==> config.mk <==
export PLATFORM = sky130hd
export DESIGN_NAME = dmem_arbiter
export DESIGN_NICKNAME = d
export VERILOG_FILES = /design/src/rtl/dmem_arbiter.sv
export SDC_FILE = /design/constraint.sdc
export NUM_CORES = 1
export LEC_CHECK = 0
export BUFFER_PORTS_ARGS = -buffer_cell sky130_fd_sc_hd__buf_2
export CAP_MARGIN = 30
export CELL_PAD_IN_SITES_DETAIL_PLACEMENT = 1
export CELL_PAD_IN_SITES_GLOBAL_PLACEMENT = 2
export CORE_UTILIZATION = 24
export DETAILED_ROUTE_END_ITERATION = 8
export HOLD_SLACK_MARGIN = 0.12
export MAX_ROUTING_LAYER = met4
export PLACE_DENSITY = 0.82
export SETUP_SLACK_MARGIN = 0.15
export SLEW_MARGIN = 20
export SYNTH_ARGS = -nofsm -noshare
export SYNTH_HDL_FRONTEND = slang
export SYNTH_SLANG_ARGS = --single-unit
==> constraint.sdc <==
create_clock -name clk -period 1.5 [get_ports clk]
set_input_delay 0.075 -clock clk [delete_from_list [all_inputs] [get_ports clk]]
set_output_delay 0.075 -clock clk [all_outputs]
set_load 0.01 [all_outputs]
==> src/rtl/dmem_arbiter.sv <==
// Two-port data-memory arbiter: IDLE/ACCESS/DONE transaction FSM with address checking.
// Define DMEM_ARB_RR_EN for round-robin on simultaneous requests; otherwise port 0 wins.
module dmem_arbiter #(
   parameter int unsigned MEM_BYTES = 1024
) (
   input  logic        clk,
   input  logic        reset,
   input  logic        p0_req,
   input  logic        p0_wr,
   input  logic [31:0] p0_addr,
   input  logic [31:0] p0_wdata,
   output logic        p0_ack,
   output logic        p0_err,
   output logic [31:0] p0_rdata,
   input  logic        p1_req,
   input  logic        p1_wr,
   input  logic [31:0] p1_addr,
   input  logic [31:0] p1_wdata,
   output logic        p1_ack,
   output logic        p1_err,
   output logic [31:0] p1_rdata,
   output logic        mem_rd,
   output logic        mem_wr,
   output logic [31:0] mem_addr,
   output logic [31:0] mem_wdata,
   input  logic [31:0] mem_rdata
);

   localparam int unsigned AW = 32;

   typedef enum logic [1:0] {IDLE, ACCESS, DONE} state_t;

   state_t          r_state;
   state_t          w_next;
   logic            w_latch;
   logic            w_finish;
   logic            w_sel;
   logic            w_sel_wr;
   logic [AW-1:0]   w_sel_addr;
   logic [AW-1:0]   w_sel_wdata;
   logic            w_rej;
   logic [AW-1:0]   w_load;

   logic            r_sel;
   logic            r_wr;
   logic            r_rej;
   logic [AW-1:0]   r_addr;
   logic [AW-1:0]   r_wdata;
   logic            r_rd_stb;
   logic            r_wr_stb;
   logic            r_ack0;
   logic            r_ack1;
   logic            r_err0;
   logic            r_err1;
   logic [AW-1:0]   r_rdata0;
   logic [AW-1:0]   r_rdata1;
`ifdef DMEM_ARB_RR_EN
   logic            r_last;
`endif

   // Port selection: a lone request always wins immediately.
   always_comb begin
`ifdef DMEM_ARB_RR_EN
      w_sel = p1_req & (~p0_req | ~r_last);
`else
      w_sel = p1_req & ~p0_req;
`endif
      w_sel_wr    = w_sel ? p1_wr    : p0_wr;
      w_sel_addr  = w_sel ? p1_addr  : p0_addr;
      w_sel_wdata = w_sel ? p1_wdata : p0_wdata;
      w_rej       = (w_sel_addr >= AW'(MEM_BYTES)) || (w_sel_addr[1:0] != 2'b00);
   end

   always_ff @(posedge clk) begin
      if (reset) r_state <= IDLE;
      else       r_state <= w_next;
   end

   always_comb begin
      w_next   = r_state;
      w_latch  = 1'b0;
      w_finish = 1'b0;
      case (r_state)
         IDLE: begin
            if (p0_req || p1_req) begin
               w_next  = ACCESS;
               w_latch = 1'b1;
            end
         end
         ACCESS: begin
            w_next   = DONE;
            w_finish = 1'b1;
         end
         DONE:    w_next = IDLE;
         default: w_next = IDLE;
      endcase
   end

   assign w_load = (r_wr || r_rej) ? '0 : mem_rdata;

   // Transaction latch, memory strobes and per-port response registers.
   always_ff @(posedge clk) begin
      if (reset) begin
         r_sel    <= 1'b0;
         r_wr     <= 1'b0;
         r_rej    <= 1'b0;
         r_addr   <= '0;
         r_wdata  <= '0;
         r_rd_stb <= 1'b0;
         r_wr_stb <= 1'b0;
         r_ack0   <= 1'b0;
         r_ack1   <= 1'b0;
         r_err0   <= 1'b0;
         r_err1   <= 1'b0;
         r_rdata0 <= '0;
         r_rdata1 <= '0;
`ifdef DMEM_ARB_RR_EN
         r_last   <= 1'b1;
`endif
      end else begin
         r_rd_stb <= w_latch & ~w_sel_wr & ~w_rej;
         r_wr_stb <= w_latch &  w_sel_wr & ~w_rej;
         r_ack0   <= 1'b0;
         r_ack1   <= 1'b0;
         if (w_latch) begin
            r_sel   <= w_sel;
            r_wr    <= w_sel_wr;
            r_rej   <= w_rej;
            r_addr  <= w_sel_addr;
            r_wdata <= w_sel_wdata;
`ifdef DMEM_ARB_RR_EN
            r_last  <= w_sel;
`endif
         end
         if (w_finish) begin
            if (r_sel) begin
               r_ack1   <= 1'b1;
               r_err1   <= r_rej;
               r_rdata1 <= w_load;
            end else begin
               r_ack0   <= 1'b1;
               r_err0   <= r_rej;
               r_rdata0 <= w_load;
            end
         end
      end
   end

   // Strobes are cut the moment reset rises so an aborted write never lands.
   assign mem_rd    = r_rd_stb & ~reset;
   assign mem_wr    = r_wr_stb & ~reset;
   assign mem_addr  = r_addr;
   assign mem_wdata = r_wdata;
   assign p0_ack    = r_ack0;
   assign p1_ack    = r_ack1;
   assign p0_err    = r_err0;
   assign p1_err    = r_err1;
   assign p0_rdata  = r_rdata0;
   assign p1_rdata  = r_rdata1;

endmodule

Word-level counts from Yosys, hierarchy flattened
Index checks and enable logic that the tools add are counted.
{"block": "word_totals", "input_bits": 166, "output_inout_bits": 134, "ff_bits": 139, "word_cells": 49}
{"block": "op_classes", "magnitude_cmp": 1, "reduce_logical": 8, "n_mux": 11, "n_eq_ne": 2, "bitwise_logic": 13}
{"op": "$mux W32", "n": 3}
{"op": "$ge A32 B11 Y1 const B", "n": 1}
{"op": "$and A1 B1 Y1", "n": 7}
{"op": "$mux W1", "n": 6}
{"op": "$not A1 Y1", "n": 6}
{"op": "$pmux W2 S2", "n": 1}
{"op": "$reduce_and A2 Y1", "n": 2}
{"op": "$logic_or A1 B1 Y1", "n": 3}
{"op": "$eq A2 B1 Y1 const B", "n": 1}
{"op": "$logic_not A2 Y1", "n": 1}
{"op": "$mux W2", "n": 1}
{"op": "$ne A2 B2 Y1 const B", "n": 1}
{"op": "$reduce_bool A2 Y1", "n": 1}
{"op": "$reduce_or A2 Y1", "n": 1}

Depth between registers and ports, before layout
{"block": "depth", "ltp_word": 7, "mapped_depth": 6, "mapped_depth_nobuf": 5}

Worst setup path before layout
OpenSTA, ideal clock, no wires.
{"block": "synth_path", "kind": "register to register", "start": "reg r_state[1]", "end": "reg r_addr[0] (netlist: mem_addr[0])", "t_required_ns": 1.414, "setup_time_ns": 0.086, "n_path_buf": 2, "t_arrival_ns": 1.155, "setup_slack_ns": 0.259, "period_less_slack_ns": 1.241, "path_stages_with_launch": 7, "path_cell_list": "dfxtp_1 > nor2_1 > o21a_2 > buf_4 > buf_4 > nor2_1 > a211oi_1"}
{"block": "synth_between", "elab_chain_cells": 2}
{"item": "start: declaration", "line": "33", "source": "state_t r_state;"}
{"item": "start signal: assignment", "line": "76", "source": "else r_state <= w_next;"}
{"item": "$logic_not A2 Y1", "line": "83", "source": "case (r_state)"}
{"item": "$mux W1", "line": "83"}
{"item": "end signal: assignment", "line": "129", "source": "r_addr <= w_sel_addr;"}
{"item": "end: declaration", "line": "47", "source": "logic [AW-1:0] r_addr;"}
No other way between the ends.
A chain may end at the register's enable or synchronous reset.

Worst setup path after layout
{"block": "layout_path", "start": "in p0_req", "end": "reg r_wdata[21] (netlist: mem_wdata[21])"}
{"block": "layout_between", "elab_chain_cells": 3, "elab_cells_between_ends": 6, "classes_between": "mux: 3; bitwise: 2; reduce/logical: 1"}
{"item": "start: declaration", "line": "8", "source": "input logic p0_req,"}
{"item": "$logic_or A1 B1 Y1 / $not A1 Y1 (equally long branches)", "line": "85, 66"}
{"item": "$mux W1 / $and A1 B1 Y1 (equally long branches)", "line": "85, 66"}
{"item": "$mux W1 / $mux W32 (equally long branches)", "line": "83, 70"}
{"item": "end signal: assignment", "line": "130", "source": "r_wdata <= w_sel_wdata;"}
{"item": "end: declaration", "line": "48", "source": "logic [AW-1:0] r_wdata;"}
Several ways; a longest one is shown, not always the timed one.

==> metrics.csv <==
stage;metric;value;unit
sta;period_share;0.905;
sta;fin_ws;0.142;ns
drt;drt_iter0_drc;256;
floorplanning;core;22800;um2
worst_setup_path;crit_type;in2reg;
floorplanning;start_util;0.246;
drt;via_per_inst;4.65;
floorplanning;die_area;24100;um2
worst_setup_path;cp_max_fo;23;
worst_setup_path;cp_cell_sequence;buf_2 > nand2b_4 > buf_12 > mux2i_1 > dlygate4sd3_1 > a211oi_1;
sta;tns;0;ns
cells_and_area;area_growth;80.3;%
worst_setup_path;crit_start;p0_req;
worst_setup_path;cp_num_cells;6;
sta;max_freq;0.737;GHz
sta;slew_viol_final;0;
floorplanning;die_height;155;um
power;powerDensity;1110;nW/um2
sta;slew_headroom;0.676;
cells_and_area;drive_above_1_share;0.348;
global_routing;grt_pass1_vias;6943;
sta;min_period;1.36;ns
global_routing;grt_max_degree;59;
worst_setup_path;endpoint_kind;flip-flop;
drt;ant_nets;0;
global_routing;grt_pass1_wl;37000;um
placement;io_buffers;299;
yosys;avgSynthCellArea;8.93;um2
worst_setup_path;cp_num_buf_inv;3;
drt;firstDrtPassIters;4;
sta;worst_slew_pin_slew;0.482;ns
floorplanning;std_cell_rows;55;
global_routing;grt.total_usage;0.203;
drt;vias;6577;
power;ir_worst_vdd;0.000612;V
clock_network;clkSlewWorstSetupHoldPaths;0.06;ns
global_routing;overflow;0;
drt;routed_wirelength;24600;um
clock_network;htree_num_levels;4;
yosys;yosysWarnings;0;
cells_and_area;fin_nets;1254;
yosys;ys_seq_area_frac;0.495;
clock_network;cts_buffers;17;
floorplanning;die_w;155;um
yosys;synthTopCellsByArea;dfxtp_1 (49%), mux2i_1 (12%), a211oi_1 (8.8%), a21oi_1 (6.0%), nand3_1 (5.9%);
worst_setup_path;r2r_end;mem_addr[29];
flow_run;drv_cap;0;
clock_network;cts_buffer_depth;2;
power;leakagePower;0.00472;uW
worst_setup_path;cp.arrival;1.68;ns
drt;drt-wirelength-per-cell;17.4;um
status;outcome;complete, no violations;
worst_setup_path;r2r_cells;5;
drt;drc;0;
clock_network;clk_latency;0.42;ns
yosys;syn_area;5630;um2
placement;gp_congestion;0.863;
worst_setup_path;crit_required;1.82;ns
clock_network;cts_root_buffer;clkbuf_16;
worst_setup_path;r2r_start;r_state[1];
yosys;yosys.cell_types.count;26;
yosys;synthCells;630;
cells_and_area;fill_cells;2723;
placement;place_ws;0.102;ns
sta;finalSetupViolations;0;
worst_setup_path;start_kind;primary input;
worst_setup_path;crit_family;buffers and inverters;
yosys;synth_top_area_frac;0.495;
yosys;yosys.area.top_type;dfxtp_1;
sta;hold_viol_final;0;
cells_and_area;fin_cells;1413;
power;power;11200;uW
yosys;synth.ff_latch_count;139;
worst_setup_path;r2r_slack;0.19;ns
placement;dp_hpwl;14000;um
placement;dpl.cell_count;1204;
worst_setup_path;cp_slowest_cell;dlygate4sd3_1;
global_routing;antenna_found_initial;1;
sta;skew;0.0136;ns
sta;rsz0062_at_grt;true;
floorplanning;ios;300;
clock_network;clock-sinks;139;
min_path;hold_path.class;in2reg;
worst_setup_path;cpPeakStageDelay;0.58;ns
yosys;synth_nets;796;
worst_setup_path;crit_end;mem_wdata[21];
clock_network;cts_tree;done;
Yosys cell counts, drive strengths merged:
cell type and count:
buf 30, nand2 69, and3 1, inv 1
nand3b 1, o21ai 2, o21a 1, nor3b 1
a211oi 66, clkbuf 27, o22ai 1, mux2i 65
nor2 71, nand3 66, nor2b 3, a21oi 67
dfxtp 139, nand2b 4, nand4 1, nand4b 1
and2 1, nor4 12
flip-flops by register name, summed over array words and instances, names as in the netlist:
signal,count
mem_addr,32
mem_wdata,32
p0_ack,1
p0_err,1
p0_rdata,32
p1_ack,1
p1_err,1
p1_rdata,32
r_rd_stb,1
r_rej,1
r_sel,1
r_state,2
r_wr,1
r_wr_stb,1
placed cells by master, fill, tap and decap left out, types with 2 or more instances in the layout:
cell type and n:
buf_6 2, nand3_1 66, dlygate4sd3_1 165, nor2_1 68
buf_4 11, o21ai_0 2, dfxtp_1 137, mux2i_1 65
nor4_1 7, a211oi_2 4, nor2_4 3, a211oi_1 62
nor4_2 5, clkbuf_8 2, clkinvlp_4 2, clkbuf_16 20
a21oi_1 67, buf_12 14, bufinv_16 5, nor2b_1 2
nand2b_1 2, nand2_1 69, buf_2 298, clkinv_2 2
tightest hold or removal path: cells and delay by family:
| family | cells | cell delay (ns) |
|---|---|---|
| and+or+nand+nor | 1 | 0.09 |
| buffers and inverters | 1 | 0.16 |
| AOI/OAI and AO/OA | 2 | 0.19 |
through the flow:
stage	cell area (um2)	hold WS, ns	util
after detailed placement	7550	0.324	0.331
after global placement	7550	0.322	0.331
final	10100	0.164	0.444
after global routing	10100	0.201	0.444
after floorplan	5630	0.172	-
after CTS	9930	0.139	0.435
layer usage:
metal | wire length, um | vias to the layer above | GRT usage
li1 | - | 3159 | -
met1 | 10200 | 3117 | 0.227
met2 | 12500 | 255 | 0.353
met3 | 1260 | 46 | 0.0443
met4 | 615 | 0 | 0.0806
met5 | 0 | - | -
where the power goes:
| group | internal, uW | leakage, uW | total [uW] | switching [uW] |
|---|---|---|---|---|
| Sequential | 3960 | 0.00114 | 4110 | 151 |
| Clock | 3030 | 0.000311 | 4750 | 1720 |
| Combinational | 1190 | 0.00327 | 2380 | 1180 |
| Total | 8180 | 0.00472 | 11200 | 3050 |
area by class of cell:
| cell class | count | area, um2 | share of cell area |
|---|---|---|---|
| diodes | 1 | 2.50 | 0.000247 |
| clock buffers | 19 | 453 | 0.0446 |
| clock inverters | 11 | 193 | 0.0190 |
| inverters | 1 | 3.75 | 0.000370 |
| multi-input cells | 434 | 2650 | 0.261 |
| flip-flops and latches | 139 | 2790 | 0.275 |
| well taps | 313 | 392 | 0.0386 |
| repair buffers | 495 | 3660 | 0.361 |
worst min path at each step:
stage / start / to / slack, ns / depth (start not counted)
final: p1_req / r_rej / 0.16 / 4
after floorplan: p0_req / r_sel / 0.17 / 1
after global routing: p1_req / r_rej / 0.20 / 4
after global placement: p0_req / r_sel / 0.32 / 2
after detailed placement: p0_req / r_sel / 0.32 / 2
after CTS: p1_req / r_rej / 0.14 / 4
logic make-up after synthesis:
kind of cell | synth area share
AO/OA/AOI/OAI | 0.152
buffers and inverters | 0.0554
flip-flops | 0.495
multiplexers | 0.116
AND/OR/NAND/NOR | 0.182
timing repair:
item	in CTS	in global routing
cloned	2	4
setup endpoints to repair	8	91
setup buffers	1	6
gates resized for setup	1	21
hold buffers	165	0
hold endpoints to repair	133	0
pin swaps	0	2
Power figures use the tool's default switching activity.
